### config.mk
export PLATFORM = sky130hd
export DESIGN_NAME = pc_fetch_ctrl_flat
export DESIGN_NICKNAME = d
export VERILOG_FILES = /design/src/rtl/pc_fetch_ctrl_if.sv /design/src/rtl/pc_fetch_ctrl.sv /design/src/flat_wrapper.sv
export SDC_FILE = /design/constraint.sdc
export NUM_CORES = 1
export LEC_CHECK = 0
export ABC_CLOCK_PERIOD_IN_PS = 2600
export CAP_MARGIN = 30
export CELL_PAD_IN_SITES_DETAIL_PLACEMENT = 2
export CELL_PAD_IN_SITES_GLOBAL_PLACEMENT = 2
export CORE_AREA = 2 2 132 134
export CTS_CLUSTER_DIAMETER = 120
export DETAILED_ROUTE_END_ITERATION = 8
export DIE_AREA = 0 0 134 136
export DONT_BUFFER_PORTS = 1
export PLACE_DENSITY_LB_ADDON = 0.1
export SETUP_SLACK_MARGIN = 0.4
export SKIP_LAST_GASP = 1
export SYNTH_ARGS = -nofsm -noshare
export SYNTH_HDL_FRONTEND = slang
export SYNTH_SLANG_ARGS = --single-unit
### constraint.sdc
create_clock -name clk -period 2.6 [get_ports clk]
set_input_delay 0.26 -clock clk [delete_from_list [all_inputs] [get_ports clk]]
set_output_delay 0.26 -clock clk [all_outputs]
set_load 0.03 [all_outputs]
### src/rtl/pc_fetch_ctrl_if.sv
// Instruction-memory read channel between the fetch sequencer and imem.
// The master (fetch side) owns the request and address; the slave returns
// the ack that marks read data valid for the presented address.
interface pc_fetch_ctrl_if;
  logic        imem_req;
  logic [31:0] imem_addr;
  logic        imem_ack;

  modport master (output imem_req, output imem_addr, input imem_ack);
  modport slave  (input imem_req, input imem_addr, output imem_ack);
endinterface

### src/rtl/pc_fetch_ctrl.sv
// Fetch-stage sequencer: owns the PC, runs the imem request handshake,
// applies IF stalls, squashes wrong-path fetches and hands a validated
// fetch PC to IF/ID. Redirect priority is exception > jump > branch.
// Optional build macro PC_ALIGN_CHK_EN: a misaligned redirect target is
// turned into an exception redirect and reported on adel_if/bad_vaddr;
// without it the low two target bits are silently dropped.
module pc_fetch_ctrl #(
  parameter logic [31:0] RESET_PC = 32'h0000_0000,
  parameter logic [31:0] EXC_VEC  = 32'h0000_0040
) (
  input  logic                  clk,
  input  logic                  rst,
  input  logic                  stall_if,
  input  logic                  branch_taken,
  input  logic [31:0]           branch_target,
  input  logic                  jump,
  input  logic [31:0]           jump_target,
  input  logic                  exc_req,
  pc_fetch_ctrl_if.master       imem,
  output logic [31:0]           pc_if,
  output logic                  pc_valid,
  output logic                  flush_if
`ifdef PC_ALIGN_CHK_EN
  ,
  output logic                  adel_if,
  output logic [31:0]           bad_vaddr
`endif
);

  localparam logic [1:0] ST_IDLE = 2'd0;
  localparam logic [1:0] ST_REQ  = 2'd1;
  localparam logic [1:0] ST_HOLD = 2'd2;

  logic [1:0]  state;
  logic [31:0] addr_q;
  logic [31:0] pend_addr;
  logic        pend_vld;
  logic        kill;
  logic        redir;
  logic        capture_pend;
  logic [31:0] raw_target;
  logic [31:0] redir_target;

  assign redir = exc_req | jump | branch_taken;

  // Pick the redirect source by priority.
  always_comb begin
    // NOTE: the default assignment first guarantees every path drives
    // raw_target, so no latch is inferred when no redirect is active.
    raw_target = branch_target;
    if (exc_req) begin
      raw_target = EXC_VEC;
    end else if (jump) begin
      raw_target = jump_target;
    end
  end

`ifdef PC_ALIGN_CHK_EN
  logic misaligned;
  assign misaligned   = redir && (raw_target[1:0] != 2'b00);
  assign redir_target = misaligned ? EXC_VEC : (raw_target & 32'hFFFF_FFFC);
`else
  assign redir_target = raw_target & 32'hFFFF_FFFC;
`endif

  assign imem.imem_req  = (state == ST_REQ);
  assign imem.imem_addr = addr_q;

  // A redirect that arrives while a fetch is in flight is parked here.
  assign capture_pend = (state == ST_REQ) && !imem.imem_ack && redir;

  // Pending redirect target; only meaningful while pend_vld is set.
  always_ff @(posedge clk) begin
    // NOTE: datapath register left out of reset on purpose: pend_vld,
    // which is reset, qualifies every read of it.
    if (capture_pend) begin
      pend_addr <= redir_target;
    end
  end

  // Fetch sequencer state, PC registers and one-cycle strobes.
  always_ff @(posedge clk) begin
    // NOTE: non-blocking assignments throughout so every register samples
    // pre-edge values regardless of statement order.
    if (!rst) begin
      state    <= ST_IDLE;
      addr_q   <= RESET_PC;
      pc_if    <= RESET_PC;
      pc_valid <= 1'b0;
      flush_if <= 1'b0;
      pend_vld <= 1'b0;
      kill     <= 1'b0;
`ifdef PC_ALIGN_CHK_EN
      adel_if   <= 1'b0;
      bad_vaddr <= 32'h0;
`endif
    end else begin
      pc_valid <= 1'b0;
      flush_if <= redir;
`ifdef PC_ALIGN_CHK_EN
      adel_if <= misaligned;
      if (misaligned) begin
        bad_vaddr <= raw_target;
      end
`endif
      case (state)
        ST_IDLE: begin
          state <= ST_REQ;
          if (redir) begin
            addr_q <= redir_target;
          end
        end
        ST_REQ: begin
          if (!imem.imem_ack) begin
            if (redir) begin
              pend_vld <= 1'b1;
              kill     <= 1'b1;
            end
          end else if (kill || redir) begin
            // Wrong-path data returns: drop it and steer to the newest target.
            if (redir) begin
              addr_q <= redir_target;
            end else if (pend_vld) begin
              addr_q <= pend_addr;
            end
            kill     <= 1'b0;
            pend_vld <= 1'b0;
          end else if (!stall_if) begin
            pc_valid <= 1'b1;
            pc_if    <= addr_q;
            addr_q   <= addr_q + 32'd4;
          end else begin
            pc_if <= addr_q;
            state <= ST_HOLD;
          end
        end
        ST_HOLD: begin
          if (redir) begin
            addr_q <= redir_target;
            state  <= ST_REQ;
          end else if (!stall_if) begin
            pc_valid <= 1'b1;
            addr_q   <= pc_if + 32'd4;
            state    <= ST_REQ;
          end
        end
        default: state <= ST_IDLE;
      endcase
    end
  end

endmodule

### src/flat_wrapper.sv
// flat-port wrapper written by rule: the top's interface ports become plain ports
module pc_fetch_ctrl_flat 
#(
  parameter logic [31:0] RESET_PC = 32'h0000_0000,
  parameter logic [31:0] EXC_VEC  = 32'h0000_0040
)
  (clk, rst, stall_if, branch_taken, branch_target, jump, jump_target, exc_req, pc_if, pc_valid, flush_if, imem_imem_req, imem_imem_addr, imem_imem_ack);
  pc_fetch_ctrl_if imem_i ();
  input  logic clk;
  input  logic rst;
  input  logic stall_if;
  input  logic branch_taken;
  input  logic [31:0] branch_target;
  input  logic jump;
  input  logic [31:0] jump_target;
  input  logic exc_req;
  output logic [31:0] pc_if;
  output logic pc_valid;
  output logic flush_if;
  output wire logic [$bits(imem_i.imem_req)-1:0] imem_imem_req;
  output wire logic [$bits(imem_i.imem_addr)-1:0] imem_imem_addr;
  input wire logic [$bits(imem_i.imem_ack)-1:0] imem_imem_ack;
  assign imem_imem_req = imem_i.imem_req;
  assign imem_imem_addr = imem_i.imem_addr;
  assign imem_i.imem_ack = imem_imem_ack;
  pc_fetch_ctrl #(.RESET_PC(RESET_PC), .EXC_VEC(EXC_VEC)) u_core (.clk(clk), .rst(rst), .stall_if(stall_if), .branch_taken(branch_taken), .branch_target(branch_target), .jump(jump), .jump_target(jump_target), .exc_req(exc_req), .imem(imem_i), .pc_if(pc_if), .pc_valid(pc_valid), .flush_if(flush_if));
endmodule
Word-level counts from Yosys, hierarchy flattened --
Index checks and enable logic that the tools add are counted.
Word-level totals: register bits 99
Operators by class: $add $sub $neg 2, equal/unequal tests 10, muxes and demuxes 25, bitwise operators 3, reductions and logical operators 11
Operators with widths (number):
- $mux W32 | 10
- $pmux W32 S3 | 1
- $add A32 B3 Y32 const B | 2
- $mux W2 | 5
- $mux W1 | 7
- $ne A2 B1 Y1 const B | 3
- $ne A3 B2 Y1 const B | 2
- $pmux W2 S3 | 1
- $reduce_and A3 Y1 | 2
- $reduce_and A6 Y1 | 1
- $ne A2 B2 Y1 const B | 2
- $ne A4 B2 Y1 const B | 1
- $reduce_and A4 Y1 | 1
- $reduce_bool A3 Y1 | 1
- $eq A2 B1 Y1 const B | 1
- $eq A2 B2 Y1 const B | 1
- $logic_and A1 B1 Y1 | 2
- $logic_not A2 Y1 | 1
- $or A1 B1 Y1 | 2
- $pmux W1 S2 | 1
- $reduce_bool A2 Y1 | 1
- $logic_not A1 Y1 | 1
- $logic_or A1 B1 Y1 | 1
- $not A1 Y1 | 1

Depth between registers and ports, before layout --
Gate-level depths: netlist (run 1).
depth after elaboration 6, mapped depth 11

Least setup slack after synthesis (run 1) --
No wires, ideal clock.
path kind register to register, from reg u_core.state[1], to reg u_core.pend_addr[10], enable pin, library setup time 417 ps, data arrival time 2207 ps, required time 2183 ps, slack -24 ps, cell stages (with the launch flop) 5, buffers on the path 0, clock period less this slack 2624 ps, cell sequence dfxtp_1 -> inv_1 -> ha_1 -> nand2b_1 -> nor2_1
On the way: word-level cells in the longest chain between the ends 3
RTL lines:
- from (decl) | line pc_fetch_ctrl.sv:34 | logic [1:0] state;
- from (signal assigned) | line pc_fetch_ctrl.sv:86 | state <= ST_IDLE;
- from (signal assigned) | line pc_fetch_ctrl.sv:108 | state <= ST_REQ;
- from (signal assigned) | line pc_fetch_ctrl.sv:134 | state <= ST_HOLD;
- $eq A2 B1 Y1
- via imem_imem_req | line flat_wrapper.sv:20 | output wire logic [$bits(imem_i.imem_req)-1:0] imem_imem_req;
- $logic_and A1 B1 Y1 (2 in a row) | line pc_fetch_ctrl.sv:70 | assign capture_pend = (state == ST_REQ) && !imem.imem_ack && redir;
- via u_core.capture_pend | line pc_fetch_ctrl.sv:40 | logic capture_pend;
- to (signal assigned) | line pc_fetch_ctrl.sv:77 | pend_addr <= redir_target;
- to (decl) | line pc_fetch_ctrl.sv:36 | logic [31:0] pend_addr;
The timed path passes the listed nets, and every way through them passes these cells. A chain may end at the register's enable or synchronous reset.

Worst setup path in the final report (run 1) --
from reg u_core.pc_if[2], to reg u_core.addr_q[28], in the netlist u_core.imem.imem_addr[28]
On the way: word-level cells in the longest chain between the ends 4
RTL lines:
- from (decl) | line pc_fetch_ctrl.sv:20 | output logic [31:0] pc_if,
- from (signal assigned) | line pc_fetch_ctrl.sv:130 | pc_if <= addr_q;
- from (signal assigned) | line pc_fetch_ctrl.sv:133 | pc_if <= addr_q;
- $add A32 B3 Y32 | line pc_fetch_ctrl.sv:143 | addr_q <= pc_if + 32'd4;
- $mux W32 | line pc_fetch_ctrl.sv:141 | end else if (!stall_if) begin
- $mux W32 | line pc_fetch_ctrl.sv:138 | if (redir) begin
- $pmux W32 S3 | line pc_fetch_ctrl.sv:106 | case (state)
- to (signal assigned) | line pc_fetch_ctrl.sv:110 | addr_q <= redir_target;
- to (signal assigned) | line pc_fetch_ctrl.sv:139 | addr_q <= redir_target;
- to (signal assigned) | line pc_fetch_ctrl.sv:143
- to (decl) | line pc_fetch_ctrl.sv:35 | logic [31:0] addr_q;
No other way between the ends. The select of a mux whose other input is x is not followed.

==> summary.md, run 1 <==
| Metric | Value |
|---|---|
| Initial antenna violation count | `1` |
| Clk_lat worst skew | `0.35 ns` |
| GR Util All Layers | `28.7%` |
| Die Y | `136 µm` |
| Post-synth EDFFs | `30` |
| CTS Buf Count | `9` |
| Critical Path RT | `2.83 ns` |
| Dpl ws | `0.182 ns` |
| Clock Skews | `0.00748 ns` |
| DR vias/cell | `6.08` |
| Routability Congestion | `0.855` |
| Period Utilization, post-route | `84.6%` |
| Iter 0 DRT Violations | `388` |
| CTS Root Cell | `clkbuf_16` |
| Syn Area/Cell | `8.18 µm²` |
| Max clock buf depth | `2` |
| FF-to-FF setup slack | `0.40 ns` |
| Yosys warnings | `0` |
| Layout Nets | `877` |
| Worst Reg-to-Reg Cells | `8` |
| CTS tree | `done` |
| Post-synthesis sequential area ratio | `37.2%` |
| Post-DP HPWL | `19.1 mm` |
| Rows | `48` |
| Async SR Flop Fraction | `0%` |
| Die width | `134 µm` |
| # fillers | `1839` |
| Setup Viol. Count Final | `0` |
| Placeable Area | `16900 µm²` |
| H-tree Lvls | `3` |
| Max Fclk | `455 MHz` |
| Kind of capture point of the worst setup path | `flip-flop` |
| Crit path kind | `reg -> reg` |
| Area contributors post-synth | `dfxtp_1 (23%), edfxtp_1 (15%), nand2_1 (7.0%)` |
| Vias | `6258` |
| ANT cells | `0` |
| R2R Path End | `u_core.imem.imem_addr[28]` |
| Hold Crit Class | `in -> reg` |
| Area Overhead vs Synth | `24.3%` |
| Leak pwr | `2.76 nW` |
| CP startpoint kind | `flip-flop` |
| VDD IR max | `0.000406 V` |
| Worst-Margin Slew | `0.660 ns` |
| Clock Sinks | `99` |
| Power density cells | `923 nW/µm²` |
| Final hold viol count | `0` |
| # DRC | `0` |
| Synthesized netlist net count | `827` |
| Share of cells above drive strength 1 | `22.3%` |
| Port-buffer cells | `0` |
| Yosys cell types | `69` |
| Clock Pin Slew Worst Setup and Hold Paths | `0.07 ns` |
| Ys flop type | `dfxtp_1` |
| Final ANT Viol Nets | `0` |
| FF-to-FF Start | `u_core.pc_if[2]` |
| Cells after synthesis | `749` |
| Final TNS setup | `0 ns` |
| RSZ-0062 raised after global routing | `yes` |
| First-pass GRT wire length | `39.8 mm` |
| PnR worst setup slack | `0.401 ns` |
| Routed Wire Length | `27.1 mm` |
| Vias in the first global route | `6615` |
| Period minus WS final | `2.20 ns` |
| Slew Limit Fails | `0` |
| Starting Density | `36.3%` |
| Top-area cell type share of the netlist area | `22.5%` |
| Max Cap Viol | `0` |
| Grt ovf | `0` |
| Crit-path max FO | `4` |
| DRT Pass-1 Iters | `5` |
| Die area | `18200 µm²` |
| Relative slew slack | `55.9%` |
| Routed WL per cell | `26.3 µm` |
| CP Data Arrival Time | `2.43 ns` |
| Outcome | `complete, no violations` |
| Yosys reg bits | `99` |
| Post-synth top area cell | `dfxtp_1` |
| Setup crit start | `u_core.pc_if[2]` |
| Largest net degree at the start of global routing | `49` |
| CP endpoint | `u_core.imem.imem_addr[28]` |
| Area of the mapped netlist | `6130 µm²` |
| I/O pin cnt | `138` |
## worst max-delay path: stages, from the launching register on
cell       delay (ns)
dfxtp_2          0.33
ha_1             0.21
nand4_1          0.12
buf_4            0.18
or2_2            0.37
nor4b_2          0.28
xor2_1           0.16
a221oi_1         0.32
o2bb2ai_1        0.11
## power by group
| group | switching [mW] | internal [mW] | total (mW) |
|---|---|---|---|
| sequential | 0.253 | 1.88 | 2.13 |
| combinational | 2.15 | 1.25 | 3.40 |
| clock | 0.631 | 0.867 | 1.50 |
| total | 3.03 | 4.00 | 7.03 |
## area by class of cell
| type | instances | area (µm²) | area share (%) |
|---|---|---|---|
| Clock inverter | 5 | 76.3 | 1.00 |
| Multi-Input combinational cell | 574 | 3810 | 50.0 |
| Inverter | 19 | 73.8 | 0.969 |
| Clock buffer | 11 | 243 | 3.19 |
| Tap cell | 225 | 282 | 3.70 |
| Timing Repair Buffer | 96 | 827 | 10.9 |
| Sequential cell | 99 | 2310 | 30.3 |
## synth_stat cells (6+ instances only)
| master | number |
|---|---|
| a211oi_1 | 8 |
| a21oi_1 | 51 |
| a221oi_1 | 14 |
| a22oi_1 | 13 |
| a31oi_1 | 11 |
| and2_1 | 7 |
| and3_1 | 10 |
| and4_1 | 10 |
| buf_2 | 16 |
| clkbuf_1 | 36 |
| dfxtp_1 | 69 |
| edfxtp_1 | 30 |
| ha_1 | 7 |
| inv_1 | 19 |
| mux2i_1 | 32 |
| nand2_1 | 114 |
| nand3_1 | 23 |
| nand4_1 | 12 |
| nor2_1 | 63 |
| nor3_1 | 21 |
| nor4_1 | 8 |
| o211ai_1 | 8 |
| o21ai_0 | 34 |
| o31ai_1 | 6 |
| or3_1 | 11 |
| xnor2_1 | 23 |
| xor2_1 | 19 |
## registers in the layout, indices dropped and copies added (netlist names)
signal                 cells
u_core.pc_valid            1
u_core.flush_if            1
u_core.pc_if              32
u_core.state               2
u_core.imem.imem_addr     32
u_core.pend_addr          30
u_core.pend_vld            1
## per-layer routing
layer	track usage, %	vias to the layer above	wire length (µm)
met5	0	-	0
met4	8.04	0	507
met3	3.69	33	1650
met2	46.5	249	12600
met1	40.2	3147	12300
li1	-	2829	-
## worst min path at each step
stage | startpoint | end | slack, ns | cells after the start
CTS | imem_imem_ack | u_core.pend_vld | 0.009 | 1
floorplan | stall_if | u_core.pc_valid | 0.33 | 1
detailed placement | stall_if | u_core.pc_valid | 0.38 | 1
global placement | imem_imem_ack | u_core.pend_vld | 0.38 | 1
global route | imem_imem_ack | u_core.pend_vld | 0.04 | 1
finish | imem_imem_ack | u_core.pend_vld | 0.02 | 1
## cells in the final DEF, fill, tap and decap left out, types with 4 or more instances in the layout
| cell | count |
|---|---|
| a21oi_1 | 49 |
| o22ai_1 | 4 |
| dfxtp_4 | 4 |
| buf_6 | 5 |
| nand4_1 | 12 |
| xnor2_1 | 23 |
| dfxtp_2 | 10 |
| clkbuf_16 | 11 |
| a211oi_1 | 8 |
| nand3_1 | 22 |
| and2_1 | 6 |
| mux2i_1 | 32 |
| buf_4 | 84 |
| or3_1 | 9 |
| o31ai_1 | 4 |
| xor2_1 | 18 |
| nor2_1 | 60 |
| and4_1 | 10 |
| o21ai_0 | 32 |
| nor3_1 | 20 |
| nand2_1 | 112 |
| a221oi_1 | 9 |
| edfxtp_1 | 30 |
| a31oi_1 | 10 |
| buf_12 | 4 |
| a22oi_1 | 10 |
| nor4_1 | 6 |
| a221oi_2 | 5 |
| dfxtp_1 | 55 |
| o211ai_1 | 8 |
| inv_1 | 17 |
| and3_1 | 8 |
## stage by stage
stage | area (µm²) | hold WS [ns] | std cells | total power [mW] | utilization (%)
after floorplan | 6170 | 0.333 | 749 | 4.04 | -
after global placement | 6870 | 0.380 | 998 | 5.01 | 40.7
after detailed placement | 6870 | 0.377 | 998 | 5.18 | 40.7
after CTS | 7300 | 0.00863 | 1021 | 6.80 | 43.3
after global routing | 7620 | 0.0394 | 1029 | 7.37 | 45.1
final | 7620 | 0.0228 | 1029 | 7.03 | 45.1
## kinds of logic (layout without fill, tap and decap cells)
group | Yosys count | in the layout | share of synthesized area [%]
and+or+nand+nor | 308 | 309 | 24.8
adders and majority gates | 7 | 7 | 1.43
xor gates and xnor gates | 42 | 42 | 6.00
DFF | 99 | 99 | 37.2
muxes | 33 | 33 | 5.41
buffers and inverters | 77 | 131 | 5.31
AOI/OAI and AO/OA | 183 | 183 | 19.8
## repair_timing
action,4_1_cts,5_1_grt
setup endpoints to repair,58,47
setup buffers,6,5
gates cloned,0,3
resized for setup,18,49
endpoints found under the hold margin,1,0
pin swaps,6,14
hold buffers,1,0
Power figures use the tool's default switching activity.
==> run 2: changes to the inputs <==
- ABC_CLOCK_PERIOD_IN_PS: 2600 -> 2000
- CORE_AREA: 2 2 132 134 -> 2 2 138 140
- DIE_AREA: 0 0 134 136 -> 0 0 140 142
- clock period: 2.6 -> 2 ns (I/O delays scaled with it)
==> run 2 against run 1 <==
The run now ends with DRC, setup timing left. Final cell count up 12%. Critical path depth down 1. Clock power increased by 47%. Fmax decreased by 7.2%. Sequential share of layout area down 5.7 points. Cell area increased by 25%. Non-clock buffer count increased by 114. Power increased by 72%. Die area rose by 9.1%. Clock skew increased by 0.0048 ns. Core utilization grew 6.4 points. Largest power group unchanged.
==> summary.md, run 2 (synthesis gave the netlist of run 1 again) <==
| Metric | Value |
|---|---|
| Outcome | `finished with violations` |
| Failing checks | `DRC, setup timing` |
| CP Data Arrival Time | `2.65 ns` |
| Routed WL per cell | `33.5 µm` |
| Period Utilization, post-route | `119%` |
| CTS Root Cell | `clkbuf_16` |
| DRT Pass-1 Iters | `9` |
| Most frequent cells in the layout | `buf_4 (163), nand2_1 (82), nor2_1 (55)` |
| Relative slew slack | `56.5%` |
| GR Util All Layers | `33.7%` |
| Hold Path Origin | `rst` |
| First-pass GRT wire length | `49.9 mm` |
| RSZ-0062 raised after global routing | `yes` |
| H-tree Lvls | `3` |
| Kind of capture point of the worst setup path | `flip-flop` |
| Iter 0 DRT Violations | `662` |
| Crit path kind | `reg -> reg` |
| Pint | `6.77 mW` |
| Routed Wire Length | `38.6 mm` |
| Worst Reg-to-Reg Cells | `7` |
| DR vias/cell | `6.40` |
| Port-buffer cells | `0` |
| Placed instance count | `1071` |
| PnR worst setup slack | `-0.370 ns` |
| Routed wl met3 | `2.90 mm` |
| P_sw | `5.35 mW` |
| R2R Path End | `u_core.imem.imem_addr[22]` |
| Sw Ratio | `44.1%` |
| Hold path depth | `2` |
| ANT cells | `0` |
| Max Cap Viol | `0` |
| Routability Congestion | `0.906` |
| Layout Nets | `991` |
| Initial antenna violation count | `0` |
| Clock Sinks | `99` |
| Largest net degree at the start of global routing | `45` |
| Clock network power share | `18.2%` |
| Final ANT Viol Nets | `0` |
| Final TNS setup | `-10.78 ns` |
| # DRC | `10` |
| Starting Density | `33.2%` |
| Die Y | `142 µm` |
| Power density cells | `1270 nW/µm²` |
| Final hold viol count | `0` |
| Sequential Power Share | `22.9%` |
| Period minus WS final | `2.37 ns` |
| Post-DP HPWL | `20.5 mm` |
| Die width | `140 µm` |
| Share of cells above drive strength 1 | `44.1%` |
| Critical Path RT | `2.28 ns` |
| FF-to-FF Start | `u_core.state[1]` |
| Most common library cell in the layout ignoring fill and taps | `buf_4` |
| Hold_ws | `0.00639 ns` |
| # fillers | `1914` |
| Max clock buf depth | `2` |
| VDD IR max | `0.000565 V` |
| Dpl ws | `-0.312 ns` |
| Slew Limit Fails | `0` |
| FF-to-FF setup slack | `-0.37 ns` |
| Post-route insts no fill | `1152` |
| Max Fclk | `422 MHz` |
| Grt ovf | `0` |
| Worst-Margin Slew | `0.651 ns` |
| Clk_lat worst skew | `0.37 ns` |
| Placeable Area | `18500 µm²` |
| Clock Pin Slew Worst Setup and Hold Paths | `0.08 ns` |
| DRT met1 WL | `15.2 mm` |
| Hold Crit Class | `in -> reg` |
| Die area | `19900 µm²` |
| Setup Viol. Count Final | `66` |
| Leak pwr | `3.84 nW` |
| Met2 wire length | `18.5 mm` |
| CTS tree | `done` |
| Rows | `50` |
| I/O pin cnt | `138` |
| Area Overhead vs Synth | `55.3%` |
| Comb power frac | `58.9%` |
| CP startpoint kind | `flip-flop` |
| Top layer in use | `met4` |
| CTS Buf Count | `9` |
| Worst Hold Endpoint | `u_core.imem.imem_addr[12]` |
| Vias | `7368` |
| Clock Skews | `0.0123 ns` |
| Vias in the first global route | `7704` |
| Crit-path max FO | `6` |
[run 2: cell types whose count changed in the layout (fill, tap and decap cells not counted), sizes merged]
cell,delta
buf,+112
bufbuf,+1
bufinv,+1
clkbuf,-1
clkinv,-1
dlygate4sd3,+2
[run 2: per-stage QoR]
stage	power (mW)	area [µm²]	utilization, %
2_1_floorplan	5.33	6300	-
3_3_place_gp	7.00	7460	40.4
3_5_place_dp	7.21	7460	40.4
4_1_cts	10.9	9000	48.8
5_1_grt	12.4	9520	51.6
6_report	12.1	9520	51.6
[run 2: final cells by class]
class	instances	area, µm²	area share [%]
inverters	19	73.8	0.776
flip-flops and latches	99	2340	24.6
clock buffers	11	253	2.66
well taps	234	293	3.08
repair buffers	210	1990	21.0
multi-input cells	574	4470	46.9
clock inverters	5	98.8	1.04
[run 2: what timing repair did]
| item | 4_1_cts | 5_1_grt |
|---|---|---|
| endpoints found under the hold margin | 12 | 3 |
| resized for setup | 155 | 88 |
| gates cloned | 7 | 2 |
| endpoints found under the setup margin | 91 | 97 |
| hold buffers | 1 | 2 |
| buffers inserted | 44 | 9 |
| pin swaps | 66 | 58 |
[run 2: per-layer routing]
layer  up-vias  global-route usage [%]
li1       3075                       -
met1      3759                    41.6
met2       414                    57.2
met3       120                    7.13
met4         0                    14.4
met5         -                       0
[run 2: power by group through the flow]
stage / clock network (mW) / logic, mW / registers (mW)
floorplan: 0 / 2.17 / 3.16
global placement: 0 / 4.30 / 2.69
detailed placement: 0 / 4.48 / 2.73
CTS: 2.16 / 6.01 / 2.70
global route: 2.28 / 7.33 / 2.79
finish: 2.21 / 7.14 / 2.78
[run 2: worst max-delay path by stage]
stage / startpoint / end / slack [ns] / depth (start not counted)
floorplan: u_core.state[1] / u_core.imem.imem_addr[19] / -0.17 / 8
global placement: u_core.state[1] / u_core.pc_valid / -0.24 / 8
detailed placement: u_core.state[0] / u_core.imem.imem_addr[23] / -0.31 / 9
CTS: u_core.pc_if[14] / u_core.imem.imem_addr[31] / -0.16 / 7
global route: u_core.state[1] / u_core.pc_if[13] / -0.39 / 9
finish: u_core.state[1] / u_core.imem.imem_addr[22] / -0.37 / 7
[run 2: critical path: stages, from the launching register on]
cell,delay [ns]
dfxtp_4,0.36
inv_4,0.07
ha_4,0.18
or3b_4,0.43
nor3_4,0.18
nand4_1,0.22
or4_1,0.55
a31oi_1,0.26
